## config.mk

```make
export PLATFORM = sky130hd
export DESIGN_NAME = adt7420_poll_scheduler
export DESIGN_NICKNAME = d
export VERILOG_FILES = /design/src/rtl/adt7420_poll_scheduler.sv
export SDC_FILE = /design/constraint.sdc
export NUM_CORES = 1
export LEC_CHECK = 0
export BUFFER_PORTS_ARGS = -buffer_cell sky130_fd_sc_hd__buf_2
export CORE_MARGIN = 2
export CORE_UTILIZATION = 45
export DETAILED_ROUTE_END_ITERATION = 8
export MAX_ROUTING_LAYER = met4
export PLACE_DENSITY = 0.71
export SYNTH_ARGS = -nofsm -noshare
export SYNTH_HDL_FRONTEND = slang
export SYNTH_SLANG_ARGS = --single-unit
```

## constraint.sdc

```tcl
create_clock -name clk -period 2.5 [get_ports clk]
set_input_delay 0.5 -clock clk [delete_from_list [all_inputs] [get_ports clk]]
set_output_delay 0.5 -clock clk [all_outputs]
set_load 0.02 [all_outputs]
```

## src/rtl/adt7420_poll_scheduler.sv

```systemverilog
// adt7420_poll_scheduler
// Sequences the ADT7420 threshold writes after reset or reload, then polls
// TEMP_VALUE periodically through a shared I2C master. It publishes the
// temperature and alarm flags, retries failed cfg/poll transfers, and (when
// built with ADT_HOST_PORT_EN) arbitrates a host register-access port.
// Without ADT_HOST_PORT_EN the host inputs are ignored and the host outputs
// are tied to zero.
//
// state | meaning
// CFG   | load the next threshold write job (HIGH, LOW, CRIT)
// IDLE  | wait for a free master, then grant retry > reload > host > poll
// ISSUE | pulse m_newd for the latched job and arm the watchdog
// WAIT  | wait for m_done or watchdog expiry; publish results
// FIN   | decide on advance, retry or fault
module adt7420_poll_scheduler #(
  parameter int          POLL_PERIOD_CYC = 4000000,
  parameter int          TIMEOUT_CYC     = 20000,
  parameter int          MAX_RETRY       = 3,
  parameter logic [15:0] HIGH_DEF        = 16'h2000,
  parameter logic [15:0] LOW_DEF         = 16'h0500,
  parameter logic [15:0] CRIT_DEF        = 16'h2800
) (
  input  logic        clk,
  input  logic        rst,
  input  logic        en,
  input  logic        cfg_reload,
  input  logic        host_req,
  input  logic        host_op,
  input  logic [7:0]  host_addr,
  input  logic [15:0] host_wdata,
  output logic        host_done,
  output logic        host_err,
  output logic [15:0] host_rdata,
  output logic        m_newd,
  output logic [7:0]  m_addr,
  output logic        m_op,
  output logic [15:0] m_din,
  input  logic [15:0] m_dout,
  input  logic        m_busy,
  input  logic        m_done,
  input  logic        m_ack_err,
  output logic [15:0] temp_val,
  output logic        temp_valid,
  output logic        over_high,
  output logic        under_low,
  output logic        over_crit,
  output logic        fault
);

  typedef enum logic [2:0] {CFG, IDLE, ISSUE, WAIT, FIN} state_t;
  typedef enum logic [1:0] {SRC_CFG, SRC_HOST, SRC_POLL} src_t;

  localparam logic [31:0] POLL_LAST = 32'(POLL_PERIOD_CYC - 1);
  localparam logic [31:0] WD_LOAD   = 32'(TIMEOUT_CYC - 1);
  localparam logic [3:0]  MAX_R     = 4'(MAX_RETRY);

  state_t      state;
  src_t        src;
  logic [1:0]  cfg_idx;
  logic [31:0] poll_cnt;
  logic [31:0] wdog;
  logic [3:0]  retry;
  logic        poll_pend;
  logic        reload_pend;
  logic        retry_pend;
  logic        failed;

  logic [7:0]  cfg_addr;
  logic [15:0] cfg_din;
  logic        grant_retry;
  logic        grant_reload;
  logic        grant_poll;

`ifdef ADT_HOST_PORT_EN
  logic        grant_host;
`else
  logic        unused_host;
  assign unused_host = ^{host_req, host_op, host_addr, host_wdata};
  assign host_done   = 1'b0;
  assign host_err    = 1'b0;
  assign host_rdata  = 16'h0000;
`endif

  // threshold write table indexed by cfg_idx
  always_comb begin
    cfg_addr = 8'h08;
    cfg_din  = CRIT_DEF;
    case (cfg_idx)
      2'd0: begin cfg_addr = 8'h04; cfg_din = HIGH_DEF; end
      2'd1: begin cfg_addr = 8'h06; cfg_din = LOW_DEF;  end
      default: ;
    endcase
  end

  // IDLE arbitration: a pending retry finishes first, then reload, host, poll
  always_comb begin
    grant_retry  = 1'b0;
    grant_reload = 1'b0;
    grant_poll   = 1'b0;
`ifdef ADT_HOST_PORT_EN
    grant_host   = 1'b0;
`endif
    if (state == IDLE && !m_busy) begin
      if (retry_pend)           grant_retry  = 1'b1;
      else if (reload_pend)     grant_reload = 1'b1;
`ifdef ADT_HOST_PORT_EN
      else if (host_req)        grant_host   = 1'b1;
`endif
      else if (poll_pend && en) grant_poll   = 1'b1;
    end
  end

  // sequencer, poll timer, watchdog and registered outputs
  always_ff @(posedge clk) begin
    if (rst) begin
      state       <= CFG;
      src         <= SRC_CFG;
      cfg_idx     <= 2'd0;
      poll_cnt    <= 32'd0;
      wdog        <= 32'd0;
      retry       <= 4'd0;
      poll_pend   <= 1'b0;
      reload_pend <= 1'b0;
      retry_pend  <= 1'b0;
      failed      <= 1'b0;
      m_newd      <= 1'b0;
      m_addr      <= 8'h00;
      m_op        <= 1'b0;
      m_din       <= 16'h0000;
      temp_val    <= 16'h0000;
      temp_valid  <= 1'b0;
      over_high   <= 1'b0;
      under_low   <= 1'b0;
      over_crit   <= 1'b0;
      fault       <= 1'b0;
`ifdef ADT_HOST_PORT_EN
      host_done   <= 1'b0;
      host_err    <= 1'b0;
      host_rdata  <= 16'h0000;
`endif
    end else begin
      m_newd     <= 1'b0;
      temp_valid <= 1'b0;
`ifdef ADT_HOST_PORT_EN
      host_done  <= 1'b0;
`endif

      // a tick that lands while a poll is already pending is dropped
      if (!en) begin
        poll_cnt  <= 32'd0;
        poll_pend <= 1'b0;
      end else begin
        poll_cnt <= (poll_cnt == POLL_LAST) ? 32'd0 : poll_cnt + 32'd1;
        if (grant_poll)                poll_pend <= 1'b0;
        else if (poll_cnt == POLL_LAST) poll_pend <= 1'b1;
      end

      if (grant_reload) reload_pend <= 1'b0;
      if (cfg_reload)   reload_pend <= 1'b1;

      unique case (state)
        CFG: begin
          if (!m_busy) begin
            m_addr <= cfg_addr;
            m_op   <= 1'b0;
            m_din  <= cfg_din;
            src    <= SRC_CFG;
            retry  <= 4'd0;
            state  <= ISSUE;
          end
        end
        IDLE: begin
          if (grant_retry) begin
            retry_pend <= 1'b0;
            state      <= ISSUE;
          end else if (grant_reload) begin
            fault   <= 1'b0;
            cfg_idx <= 2'd0;
            retry   <= 4'd0;
            state   <= CFG;
          end
`ifdef ADT_HOST_PORT_EN
          else if (grant_host) begin
            m_addr <= host_addr;
            m_op   <= host_op;
            m_din  <= host_wdata;
            src    <= SRC_HOST;
            retry  <= 4'd0;
            state  <= ISSUE;
          end
`endif
          else if (grant_poll) begin
            m_addr <= 8'h00;
            m_op   <= 1'b1;
            m_din  <= 16'h0000;
            src    <= SRC_POLL;
            retry  <= 4'd0;
            state  <= ISSUE;
          end
        end
        ISSUE: begin
          m_newd <= 1'b1;
          wdog   <= WD_LOAD;
          state  <= WAIT;
        end
        WAIT: begin
          // results are published here so they appear one cycle after m_done
          if (m_done) begin
            failed <= m_ack_err;
            state  <= FIN;
            if (!m_ack_err && src == SRC_POLL) begin
              temp_val   <= m_dout;
              temp_valid <= 1'b1;
              over_high  <= $signed(m_dout) >= $signed(HIGH_DEF);
              under_low  <= $signed(m_dout) <= $signed(LOW_DEF);
              over_crit  <= $signed(m_dout) >= $signed(CRIT_DEF);
            end
`ifdef ADT_HOST_PORT_EN
            if (src == SRC_HOST) begin
              host_done <= 1'b1;
              host_err  <= m_ack_err;
              if (!m_ack_err) host_rdata <= m_dout;
            end
`endif
          end else if (wdog == 32'd0) begin
            failed <= 1'b1;
            state  <= FIN;
`ifdef ADT_HOST_PORT_EN
            if (src == SRC_HOST) begin
              host_done <= 1'b1;
              host_err  <= 1'b1;
            end
`endif
          end else begin
            wdog <= wdog - 32'd1;
          end
        end
        FIN: begin
          if (!failed) begin
            retry <= 4'd0;
            if (src == SRC_CFG) begin
              cfg_idx <= cfg_idx + 2'd1;
              state   <= (cfg_idx == 2'd2) ? IDLE : CFG;
            end else begin
              state <= IDLE;
            end
          end else if (src == SRC_HOST) begin
            state <= IDLE;
          end else if (retry < MAX_R) begin
            // retries go back through IDLE so a timed-out master can drain
            retry      <= retry + 4'd1;
            retry_pend <= 1'b1;
            state      <= IDLE;
          end else begin
            fault <= 1'b1;
            retry <= 4'd0;
            state <= IDLE;
          end
        end
        default: state <= IDLE;
      endcase
    end
  end

endmodule
```

==> results by group, run 1 <==
Job
  – Maxcap violations: 0

Synthesis
  – Mapped Avg Cell Area: 8.666 um2
  – Area of the mapped netlist: 0.005070 mm2
  – Yosys top cell area share: 0.4107
  – Netlist cell types: 55
  – Synth Instances: 585
  – Yosys warning count: 0
  – Post-synth top cells: 104 x dfxtp_1, 84 x nor2_1, 38 x buf_4
  – Synth Register Bits: 104
  – Most area-hungry cell type in the Yosys netlist: dfxtp_1
  – Asr flop ratio synth: 0
  – Dominant cell by count in the synthesized netlist: dfxtp_1
  – EDFF count, synth: 0
  – Top post-synthesis cells by area: dfxtp_1 41%, nor2_1 6.2%, buf_4 5.6%, mux2i_1 4.9%, xnor2_1 3.5%
  – Top FF cell, synth: dfxtp_1
  – Sequential area share after synthesis: 0.4107

Layout
  – Layout area overhead: 11.50%
  – Area of the multi-input gates: 0.002666 mm2
  – Filler Cell Count: 1040
  – N_diodes: 0
  – Nets: 689
  – Final Util: 0.5169
  – Share of cells above drive strength 1: 0.1520
  – FF/Latch Area: 0.002082 mm2

Hold path
  – Worst Hold End: reload_pend
  – HP Class: in2reg
  – Hold path depth: 3
  – Hold Startpoint: cfg_reload

CTS
  – TritonCTS clock tree: built
  – CTS Sinks: 104
  – Clock root cell: clkbuf_16
  – H-tree depth: 3
  – Max Root-Sink Buffers: 2
  – Postcts setup bufs: 0
  – Clock slew at reported path FFs: 0.07 ns
  – Num CTS Buffers: 9
  – Worst skew pair latency: 0.34 ns

Drt
  – DR iter-0 viols: 210
  – DRT Pass-1 Iters: 4
  – Routed Antenna Nets: 0
  – Via count: 4224
  – Final wirelength: 10.39 mm
  – Avg Vias per Cell: 5.429
  – # DRC: 0
  – Drt wl/cell: 13.35 um

STA
  – Max Fclk: 416.8 MHz
  – Setup TNS: 0 ns
  – Final setup viols: 0
  – Final hold violation count: 0
  – Crit share post-route: 0.9596
  – Slew HR: 0.3861
  – Tightest Pin Transition: 0.9131 ns
  – Clock Skew: 0.007472 ns
  – Fin crit period: 2.399 ns
  – RSZ-0062 raised after global routing: false
  – Final Max Tran Viols: 0

Critical path
  – Reg-to-reg endpoint: wdog[2]
  – R2R Setup Slk: 0.10 ns
  – Largest fanout on the critical path: 18
  – Critical Path Sink Type: flip-flop
  – RR Startpoint: wdog[4]
  – Critical path required time: 2.74 ns
  – CP Class: reg2reg
  – Reg2reg path depth: 6
  – CP Data Arrival Time: 2.64 ns
  – Startpoint types: flip-flop

GRT
  – Pin count of the biggest net entering global routing: 33
  – Gr ovfl total: 0
  – Number of global-route vias before repair: 3950
  – First-pass GRT wire length: 17.47 mm
  – Initial antenna violation count: 0
  – Total GRT Usage: 0.1842

Outcome
  – Status: complete, no violations

Power and ir drop
  – Max IR drop VDD: 0.4035 mV
  – Power density cells: 663.0 mW/mm2
  – Static leakage: 2.261 nW

Floorplan
  – Ports: 114
  – Die ar.: 0.01213 mm2
  – Starting Density: 0.4636
  – Area of the core: 0.01094 mm2
  – Die Ht: 110.1 um
  – Die Width: 110.1 um
  – Row count: 38

Placed design
  – Gpl congestion: 0.7775
  – Final HPWL DP: 7.421 mm
  – PortBufs: 52
## stage by stage
stage | area, um2 | power (mW) | hold WS (ns) | worst slack, ns | std cells
after floorplan | 5197 | 2.317 | 0.4130 | 0.01804 | 619
after global placement | 5358 | 2.417 | 0.4233 | 0.06803 | 762
after detailed placement | 5358 | 2.439 | 0.4388 | 0.02064 | 762
after CTS | 5638 | 3.757 | 0.3576 | 0.01619 | 778
after global routing | 5653 | 3.935 | 0.3607 | 0.02704 | 778
final | 5653 | 3.748 | 0.3630 | 0.1009 | 778
## per-layer routing
layer / GRT usage / part of all wire / routed length (um)
met1: 0.2233 / 0.46 / 4757
met2: 0.2993 / 0.49 / 5076
met3: 0.04233 / 0.044 / 460
met4: 0.06964 / 0.0092 / 96
met5: - / 0 / 0
## power by group
group,switching [mW],internal [mW]
Sequential,0.0539,1.71
Clock,0.617,0.706
Combinational,0.421,0.238
## how the worst max path moves through the flow
stage | slack, ns | to | from
4_1_cts | 0.02 | wdog[2] | wdog[4]
2_1_floorplan | 0.02 | wdog[2] | wdog[3]
6_report | 0.10 | wdog[2] | wdog[4]
3_5_place_dp | 0.02 | wdog[2] | wdog[4]
3_3_place_gp | 0.07 | wdog[2] | wdog[4]
5_1_grt | 0.03 | wdog[2] | wdog[4]
## cells by family (layout without fill, tap and decap cells)
family	Yosys count	after routing	synth area share
simple gates	252	252	0.2668
flops	104	104	0.4107
compound gates	83	83	0.1083
buf+inv	81	100	0.09156
xor+xnor	32	32	0.05528
mux	25	25	0.04936
fa+ha+maj	7	7	0.01727
other cells	1	35	0.0007397
## cell type report
class,count,area share
Clock buffer,10,0.04228
Clock inverter,6,0.007304
Inverter,17,0.01129
Multi-Input combinational cell,434,0.4717
Sequential cell,104,0.3683
Tap cell,140,0.03099
Timing Repair Buffer,67,0.06817
## critical path: stages (launching register included)
cell	delay [ns]
dfxtp_1	0.35
or4_4	0.58
or4_4	0.63
o31ai_4	0.24
buf_12	0.17
nor2_1	0.05
o31a_1	0.28
## layout by cell type (no fill, tap or decap), types with 3 or more instances in the layout
cell / instances
or2_1: 5
nor3b_1: 3
and3_1: 4
mux2i_1: 25
or4_1: 21
nand3_1: 11
ha_1: 7
nor4_1: 18
buf_2: 52
and2_1: 4
clkbuf_16: 9
o21ai_0: 9
inv_1: 17
a211oi_1: 3
nor3_1: 21
nand2_1: 23
or2_2: 3
or3_1: 23
xor2_1: 12
a31oi_1: 6
o31ai_1: 15
clkinv_2: 3
o31a_1: 3
a21oi_1: 29
nor4b_1: 3
o21ai_1: 4
conb_1: 35
nand3b_1: 3
xnor2_1: 20
buf_4: 14
dfxtp_1: 104
nor2_1: 84
nand4_1: 11
## registers in the layout, summed over array words and instances (netlist names), 2 cells and up
| register | cells |
|---|---|
| state | 3 |
| poll_cnt | 32 |
| temp_val | 16 |
| retry | 4 |
| m_din | 3 |
| wdog | 32 |
| cfg_idx | 2 |
## repair_timing
action / CTS / global route
hold buffers: 0 / 0
setup endpoints to repair: 0 / 11
resized for setup: 0 / 3
No activity file was read; power rests on OpenSTA's default activity.
==> inputs of run 2 (changes only) <==
--- a/config.mk
+++ b/config.mk
@@ -5,12 +5,13 @@
 export SDC_FILE = /design/constraint.sdc
 export NUM_CORES = 1
 export LEC_CHECK = 0
+export ABC_AREA = 1
 export BUFFER_PORTS_ARGS = -buffer_cell sky130_fd_sc_hd__buf_2
 export CORE_MARGIN = 2
 export CORE_UTILIZATION = 45
 export DETAILED_ROUTE_END_ITERATION = 8
 export MAX_ROUTING_LAYER = met4
-export PLACE_DENSITY = 0.71
+export PLACE_DENSITY = 0.7
 export SYNTH_ARGS = -nofsm -noshare
 export SYNTH_HDL_FRONTEND = slang
 export SYNTH_SLANG_ARGS = --single-unit
==> run 2 against run 1 <==
Effect of this change:
- critical path depth up 3
- worst setup slack improved by 0.36 ns
- first-iteration DRC count grew 65%
- sequential share of layout area shrank 4.8 points
- highest routed layer unchanged
==> results by group, run 2 <==
Outcome
  – Status: complete, no violations (unchanged)

Synthesis
  – Yosys warning count: 0 (unchanged)
  – Synth Instances: 921 (was 585)
  – Netlist cell types: 39 (was 55)
  – Post-synth top cells: 209 x nand2_1, 160 x nor2_1, 104 x dfxtp_1 (was 104 x dfxtp_1, 84 x nor2_1, 38 x buf_4)
  – Area of the mapped netlist: 0.006030 mm2 (was 0.005070 mm2)
  – Most area-hungry cell type in the Yosys netlist: dfxtp_1 (unchanged)
  – Yosys top cell area share: 0.3453 (was 0.4107)
  – Sequential area share after synthesis: 0.3453 (was 0.4107)
  – EDFF count, synth: 0 (unchanged)
  – Asr flop ratio synth: 0 (unchanged)
  – Dominant cell by count in the synthesized netlist: nand2_1 (was dfxtp_1)
  – Top FF cell, synth: dfxtp_1 (unchanged)
  – Mapped Avg Cell Area: 6.547 um2 (was 8.666 um2)
  – Synth Register Bits: 104 (unchanged)
  – Top post-synthesis cells by area: dfxtp_1 35%, nand2_1 13%, nor2_1 10%, a21oi_1 6.3%, nand3_1 5.6% (was dfxtp_1 41%, nor2_1 6.2%, buf_4 5.6%, mux2i_1 4.9%, xnor2_1 3.5%)

Drt
  – DRT Pass-1 Iters: 5 (was 4)
  – DR iter-0 viols: 346 (was 210)
  – Final wirelength: 13.27 mm (was 10.39 mm)
  – Avg Vias per Cell: 4.894 (was 5.429)
  – Drt wl/cell: 11.62 um (was 13.35 um)
  – # DRC: 0 (unchanged)
  – Via count: 5589 (was 4224)
  – Routed Antenna Nets: 0 (unchanged)

Critical path
  – CP Class: reg2reg (unchanged)
  – Reg2reg path depth: 9 (was 6)
  – CP Data Arrival Time: 2.26 ns (was 2.64 ns)
  – Buf/Inv on CP: 1 (unchanged)
  – CP max-delay cell: ha_1 (was or4_4)
  – CP Cell Sequence: inv_1 -> ha_1 -> nand2_4 -> nor2_8 -> nand4_4 -> nand3_4 -> nand2_4 -> nand2_1 -> a21oi_1 (was or4_4 -> or4_4 -> o31ai_4 -> buf_12 -> nor2_1 -> o31a_1)
  – Critical path required time: 2.72 ns (was 2.74 ns)
  – CP delay by family, top: simple AND/OR/NAND/NOR gates (unchanged)
  – Cell repeated most along the worst path: nand2_4 (was or4_4)
  – Crit. path cell count: 9 (was 6)
  – Largest fanout on the critical path: 31 (was 18)
  – Critical path's largest stage delay: 0.33 ns (was 0.63 ns)
  – Critical Path Sink Type: flip-flop (unchanged)
  – Startpoint types: flip-flop (unchanged)

STA
  – Crit share post-route: 0.8139 (was 0.9596)
  – Fin crit period: 2.035 ns (was 2.399 ns)
  – Final hold violation count: 0 (unchanged)
  – Max Fclk: 491.5 MHz (was 416.8 MHz)
  – Slew HR: 0.4931 (was 0.3861)
  – Final hold slack: 0.3737 ns (was 0.3630 ns)
  – Tightest Pin Transition: 0.7596 ns (was 0.9131 ns)
  – Setup TNS: 0 ns (unchanged)
  – Clock Skew: 0.006056 ns (was 0.007472 ns)
  – Final Max Tran Viols: 0 (unchanged)
  – Worst setup margin: 0.4652 ns (was 0.1009 ns)
  – RSZ-0062 raised after global routing: false (unchanged)
  – Final setup viols: 0 (unchanged)

Power and ir drop
  – Max IR drop VDD: 0.4853 mV (was 0.4035 mV)
  – Static leakage: 2.742 nW (was 2.261 nW)
  – Power density cells: 941.3 mW/mm2 (was 663.0 mW/mm2)

GRT
  – Gr ovfl total: 0 (unchanged)
  – First-pass GRT wire length: 22.68 mm (was 17.47 mm)
  – Initial antenna violation count: 0 (unchanged)
  – Number of global-route vias before repair: 4950 (was 3950)
  – Total GRT Usage: 0.1974 (was 0.1842)
  – Pin count of the biggest net entering global routing: 42 (was 33)

CTS
  – Postcts setup bufs: 0 (unchanged)
  – CTS Hold Bufs: 0 (unchanged)
  – Max Root-Sink Buffers: 2 (unchanged)
  – Worst skew pair latency: 0.35 ns (was 0.34 ns)
  – Clock root cell: clkbuf_16 (unchanged)
  – Clock slew at reported path FFs: 0.07 ns (about the same)
  – Num CTS Buffers: 9 (unchanged)
  – CTS Sinks: 104 (unchanged)
  – H-tree depth: 3 (unchanged)
  – Post-cts sizing count: 0 (unchanged)
  – TritonCTS clock tree: built (unchanged)

Layout
  – Layout area overhead: 7.948% (was 11.50%)
  – Share of cells above drive strength 1: 0.1097 (was 0.1520)
  – Most frequent cells in the layout: 209 x nand2_1, 160 x nor2_1, 104 x dfxtp_1 (was 104 x dfxtp_1, 84 x nor2_1, 52 x buf_2)
  – Final Util: 0.4954 (was 0.5169)
  – Commonest non-fill, non-tap cell in the layout: nand2_1 (was dfxtp_1)
  – Top flop regs: poll_cnt (32), wdog (32), temp_val (16) (unchanged)
  – N_diodes: 0 (unchanged)
  – Nets: 1017 (was 689)

Hold path
  – Hold path depth: 3 (unchanged)
  – HP Class: in2reg (unchanged)

Floorplan
  – Ports: 114 (unchanged)
  – Starting Density: 0.4590 (was 0.4636)
  – Die Width: 119.8 um (was 110.1 um)
  – Row count: 42 (was 38)
  – Area of the core: 0.01314 mm2 (was 0.01094 mm2)
  – Die Ht: 119.8 um (was 110.1 um)
  – Die ar.: 0.01434 mm2 (was 0.01213 mm2)

Job
  – Maxcap violations: 0 (unchanged)

Placed design
  – Gpl congestion: 0.9231 (was 0.7775)
  – Final HPWL DP: 9.798 mm (was 7.421 mm)
  – Place WS: 0.4837 ns (was 0.02064 ns)
  – PortBufs: 52 (unchanged)
==> run 2: cell types whose count changed after synthesis, sizes merged, moves of 24 or more <==
cell / delta
nor2: +88
mux2i: -25
nand3: +57
nand2: +189
o21ai: +25
or3: -24
a21oi: +48
inv: +73
==> run 2: logic make-up (layout without fill, tap and decap cells) <==
| kind of cell | after synthesis | count (layout) | synth area share |
|---|---|---|---|
| other | 1 | 35 | 0.0006219 |
| AO/OA/AOI/OAI | 123 | 123 | 0.1056 |
| XOR/XNOR | 16 | 16 | 0.02324 |
| flip-flops | 104 | 104 | 0.3453 |
| AND/OR/NAND/NOR | 516 | 516 | 0.3777 |
| buffers and inverters | 154 | 165 | 0.1330 |
| adder cells (fa/ha/maj) | 7 | 7 | 0.01453 |
==> run 2: path summary, 6_finish.rpt <==
path | startpoint | to | slack, ns
setup / recovery | wdog[0] | wdog[31] | 0.47
hold / removal | cfg_reload | reload_pend | 0.37
setup reg to reg | wdog[0] | wdog[31] | 0.47
hold reg to reg | retry[2] | retry[2] | 0.44
==> run 2: stage by stage <==
| stage | total power, mW | instances | area (um2) |
|---|---|---|---|
| 6_report | 6.127 | 1142 | 6509 |
| 5_1_grt | 6.660 | 1142 | 6509 |
| 4_1_cts | 6.170 | 1142 | 6509 |
| 3_5_place_dp | 4.793 | 1126 | 6222 |
| 3_3_place_gp | 4.763 | 1126 | 6222 |
| 2_1_floorplan | 4.365 | 955 | 6157 |
==> run 2: power by group <==
group | switching (mW) | leakage [nW] | internal [mW]
registers | 0.145 | 0.842 | 1.81
clock network | 0.669 | 0.140 | 0.695
logic | 1.86 | 1.76 | 0.943
==> run 2: cell type report <==
class,count,area [um2]
clock buffers,9,225.2
clock inverters,7,61.31
fillers,1385,6629
inverters,91,341.6
multi-input cells,697,3273
flip-flops and latches,104,2082
well taps,176,220.2
repair buffers,58,305.3
==> run 2: worst reg2reg max path, stage by stage (launching register included) <==
cell and delay (ns):
dfxtp_1 0.32, inv_1 0.10, ha_1 0.33, nand2_4 0.13
nor2_8 0.16, nand4_4 0.13, nand3_4 0.23, nand2_4 0.27
nand2_1 0.17, a21oi_1 0.07
==> run 2: per-layer routing <==
layer / share of wire / up-vias / GRT usage
li1: - / 2971 / -
met1: 0.46 / 2480 / 0.2455
met2: 0.48 / 116 / 0.3207
met5: 0 / - / -
met4: 0.022 / 0 / 0.06250
met3: 0.042 / 22 / 0.04373
==> inputs of run 3 (changes only) <==
--- a/config.mk
+++ b/config.mk
@@ -11,7 +11,7 @@
 export CORE_UTILIZATION = 45
 export DETAILED_ROUTE_END_ITERATION = 8
 export MAX_ROUTING_LAYER = met4
-export PLACE_DENSITY = 0.7
+export PLACE_DENSITY = 0.67
 export SYNTH_ARGS = -nofsm -noshare
 export SYNTH_HDL_FRONTEND = slang
 export SYNTH_SLANG_ARGS = --single-unit
==> constraint.sdc (replaced) <==
create_clock -name clk -period 2 [get_ports clk]
set_input_delay 0.4 -clock clk [delete_from_list [all_inputs] [get_ports clk]]
set_output_delay 0.4 -clock clk [all_outputs]
set_load 0.02 [all_outputs]
==> run 3 against run 2 <==
Effect of this change:
- worst setup slack got worse by 0.24 ns
- routed wire length rose by 3.4%
- clock skew rose by 0.0019 ns
- first-iteration DRC count rose by 27%
- cell area rose by 1.4%
- count of clock-buffer cells in the layout rose by 1
- critical path depth did not move
==> results by group, run 3 (synthesis gave the netlist of run 2 again) <==
CTS
  – TritonCTS clock tree: built (unchanged)
  – Worst skew pair latency: 0.36 ns (was 0.35 ns)
  – Num CTS Buffers: 9 (unchanged)
  – H-tree depth: 3 (unchanged)
  – CTS Sinks: 104 (unchanged)
  – CTS Hold Bufs: 0 (unchanged)
  – Max Root-Sink Buffers: 2 (unchanged)
  – Clock slew at reported path FFs: 0.07 ns (about the same)
  – Clock root cell: clkbuf_16 (unchanged)

Power and ir drop
  – Internal power: 4.425 mW (was 3.451 mW)
  – Design Power: 7.846 mW (was 6.127 mW)
  – Psw: 3.422 mW (was 2.676 mW)
  – Comb pwr share: 0.466 (was 0.458)
  – Static leakage: 2.791 nW (was 2.742 nW)
  – Max IR drop VDD: 0.6698 mV (was 0.4853 mV)
  – Power density cells: 1189 mW/mm2 (was 941.3 mW/mm2)
  – Sequential power share: 0.312 (was 0.319)
  – Switch share: 0.4361 (was 0.4368)
  – Clock power share: 0.222 (was 0.223)

GRT
  – First-pass GRT wire length: 23.85 mm (was 22.68 mm)
  – Initial antenna violation count: 0 (unchanged)
  – Pin count of the biggest net entering global routing: 43 (was 42)
  – Number of global-route vias before repair: 5213 (was 4950)
  – Gr ovfl total: 0 (unchanged)
  – Total GRT Usage: 0.2084 (was 0.1974)

STA
  – Final hold violation count: 0 (unchanged)
  – Final setup viols: 0 (unchanged)
  – Tightest Pin Transition: 0.7791 ns (was 0.7596 ns)
  – Fin crit period: 1.771 ns (was 2.035 ns)
  – RSZ-0062 raised after global routing: false (unchanged)
  – Slew HR: 0.4800 (was 0.4931)
  – Max Fclk: 564.8 MHz (was 491.5 MHz)
  – Clock Skew: 0.007960 ns (was 0.006056 ns)
  – Crit share post-route: 0.8853 (was 0.8139)
  – Final Max Tran Viols: 0 (unchanged)
  – Setup TNS: 0 ns (unchanged)

Critical path
  – CP Cell Sequence: inv_1 -> ha_1 -> nand2_4 -> nor2_8 -> nand4_4 -> nand3_4 -> buf_12 -> nand3_1 -> a21oi_1 (was inv_1 -> ha_1 -> nand2_4 -> nor2_8 -> nand4_4 -> nand3_4 -> nand2_4 -> nand2_1 -> a21oi_1)
  – Startpoint types: flip-flop (unchanged)
  – R2R Setup Slk: 0.23 ns (was 0.47 ns)
  – Critical Path Sink Type: flip-flop (unchanged)
  – Buf/Inv on CP: 2 (was 1)
  – Reg-to-reg endpoint: wdog[21] (was wdog[31])
  – Reg2reg path depth: 9 (unchanged)
  – Critical path's largest stage delay: 0.32 ns (was 0.33 ns)
  – Largest fanout on the critical path: 27 (was 31)
  – CP delay by family, top: simple AND/OR/NAND/NOR gates (unchanged)
  – CP Class: reg2reg (unchanged)
  – CP max-delay cell: dfxtp_1 (was ha_1)
  – CP Data Arrival Time: 2.05 ns (was 2.26 ns)
  – RR Startpoint: wdog[0] (unchanged)
  – Critical path required time: 2.28 ns (was 2.72 ns)

Layout
  – Non-filler cells, final: 1149 (was 1142)
  – Final Cell Area: 0.006600 mm2 (was 0.006509 mm2)
  – Top flop regs: poll_cnt (32), wdog (32), temp_val (16) (unchanged)
  – N_diodes: 0 (unchanged)
  – Layout area overhead: 9.463% (was 7.948%)
  – Final Util: 0.5024 (was 0.4954)
  – Share of cells above drive strength 1: 0.1161 (was 0.1097)
  – Filler Cell Count: 1391 (was 1385)
  – Most frequent cells in the layout: 209 x nand2_1, 160 x nor2_1, 104 x dfxtp_1 (unchanged)
  – Commonest non-fill, non-tap cell in the layout: nand2_1 (unchanged)
  – Nets: 1024 (was 1017)

Placed design
  – PortBufs: 52 (unchanged)
  – Cell Area, Placed: 0.006300 mm2 (was 0.006222 mm2)
  – Gpl congestion: 0.8705 (was 0.9231)
  – Dpl cells: 1133 (was 1126)
  – Final HPWL DP: 10.10 mm (was 9.798 mm)

Drt
  – Via count: 5654 (was 5589)
  – # DRC: 0 (unchanged)
  – Final wirelength: 13.73 mm (was 13.27 mm)
  – DR iter-0 viols: 438 (was 346)
  – DRT Pass-1 Iters: 5 (unchanged)
  – Avg Vias per Cell: 4.921 (was 4.894)
  – Drt wl/cell: 11.95 um (was 11.62 um)
  – Routed Antenna Nets: 0 (unchanged)

Floorplan
  – Row count: 42 (unchanged)
  – Ports: 114 (unchanged)
  – Starting Density: 0.4590 (unchanged)
  – Area of the core: 0.01314 mm2 (unchanged)
  – Die Width: 119.8 um (unchanged)
  – Die Ht: 119.8 um (unchanged)
  – Die ar.: 0.01434 mm2 (unchanged)

Hold path
  – Hold path depth: 3 (unchanged)
  – HP Class: in2reg (unchanged)
  – Hold Startpoint: cfg_reload (unchanged)
  – Worst Hold End: reload_pend (unchanged)

Outcome
  – Status: complete, no violations (unchanged)

Job
  – Maxcap violations: 0 (unchanged)
-- run 3: changes by cell type in the layout (fill, tap and decap cells not counted) --
cell | before | now
nand2_8 | 0 | 1
buf_12 | 0 | 2
buf_4 | 6 | 11
clkbuf_8 | 0 | 1
inv_6 | 1 | 0
nand2_4 | 2 | 1
-- run 3: cell type report --
type | instances | area [um2] | area share
multi-input combinational | 697 | 3282 | 0.4973
sequential | 104 | 2082 | 0.3155
timing repair buffer | 65 | 382.9 | 0.05801
inverter | 91 | 341.6 | 0.05175
clock buffer | 10 | 239.0 | 0.03621
tap | 176 | 220.2 | 0.03336
clock inverter | 6 | 52.55 | 0.007962
-- run 3: metrics by stage --
step           setup slack [ns]  hold slack (ns)
2_1_floorplan            0.3768           0.4248
3_3_place_gp             0.1890           0.4334
3_5_place_dp             0.1645           0.4338
4_1_cts                  0.1499           0.2622
5_1_grt               0.0007809           0.2941
6_report                 0.2294           0.2688
-- run 3: power by group through the flow --
| stage | clock [mW] | sequential, mW | combinational (mW) |
|---|---|---|---|
| after CTS | 1.79 | 2.45 | 3.65 |
| after global placement | 0 | 2.49 | 3.59 |
| after detailed placement | 0 | 2.50 | 3.63 |
| final | 1.74 | 2.45 | 3.66 |
| after floorplan | 0 | 2.51 | 2.95 |
| after global routing | 1.86 | 2.48 | 4.16 |
-- run 3: how the worst max path moves through the flow --
stage / to / slack, ns / start / cells after the start
6_report: wdog[21] / 0.23 / wdog[0] / 9
5_1_grt: poll_cnt[16] / 0.0008 / poll_cnt[1] / 9
4_1_cts: wdog[27] / 0.15 / wdog[0] / 9
3_5_place_dp: wdog[31] / 0.16 / wdog[0] / 9
3_3_place_gp: wdog[28] / 0.19 / wdog[0] / 9
2_1_floorplan: wdog[11] / 0.38 / wdog[0] / 10
-- run 3: routing by layer --
metal / GRT usage / routed length [um] / vias up
met1: 0.2510 / 6304 / 2547
met5: - / 0 / -
li1: - / - / 2976
met4: 0.06618 / 298 / 0
met3: 0.04373 / 544 / 23
met2: 0.3500 / 6578 / 108
-- run 3: worst reg2reg max path: stages, from the launching register on --
cell	delay [ns]
dfxtp_1	0.32
inv_1	0.10
ha_1	0.24
nand2_4	0.11
nor2_8	0.16
nand4_4	0.14
nand3_4	0.18
buf_12	0.21
nand3_1	0.09
a21oi_1	0.15
-- run 3: what timing repair did --
| action | in CTS | in global routing |
|---|---|---|
| setup buffers | 0 | 0 |
| setup endpoints to repair | 0 | 14 |
| gates resized for setup | 0 | 1 |
| hold endpoints to repair | 0 | 0 |
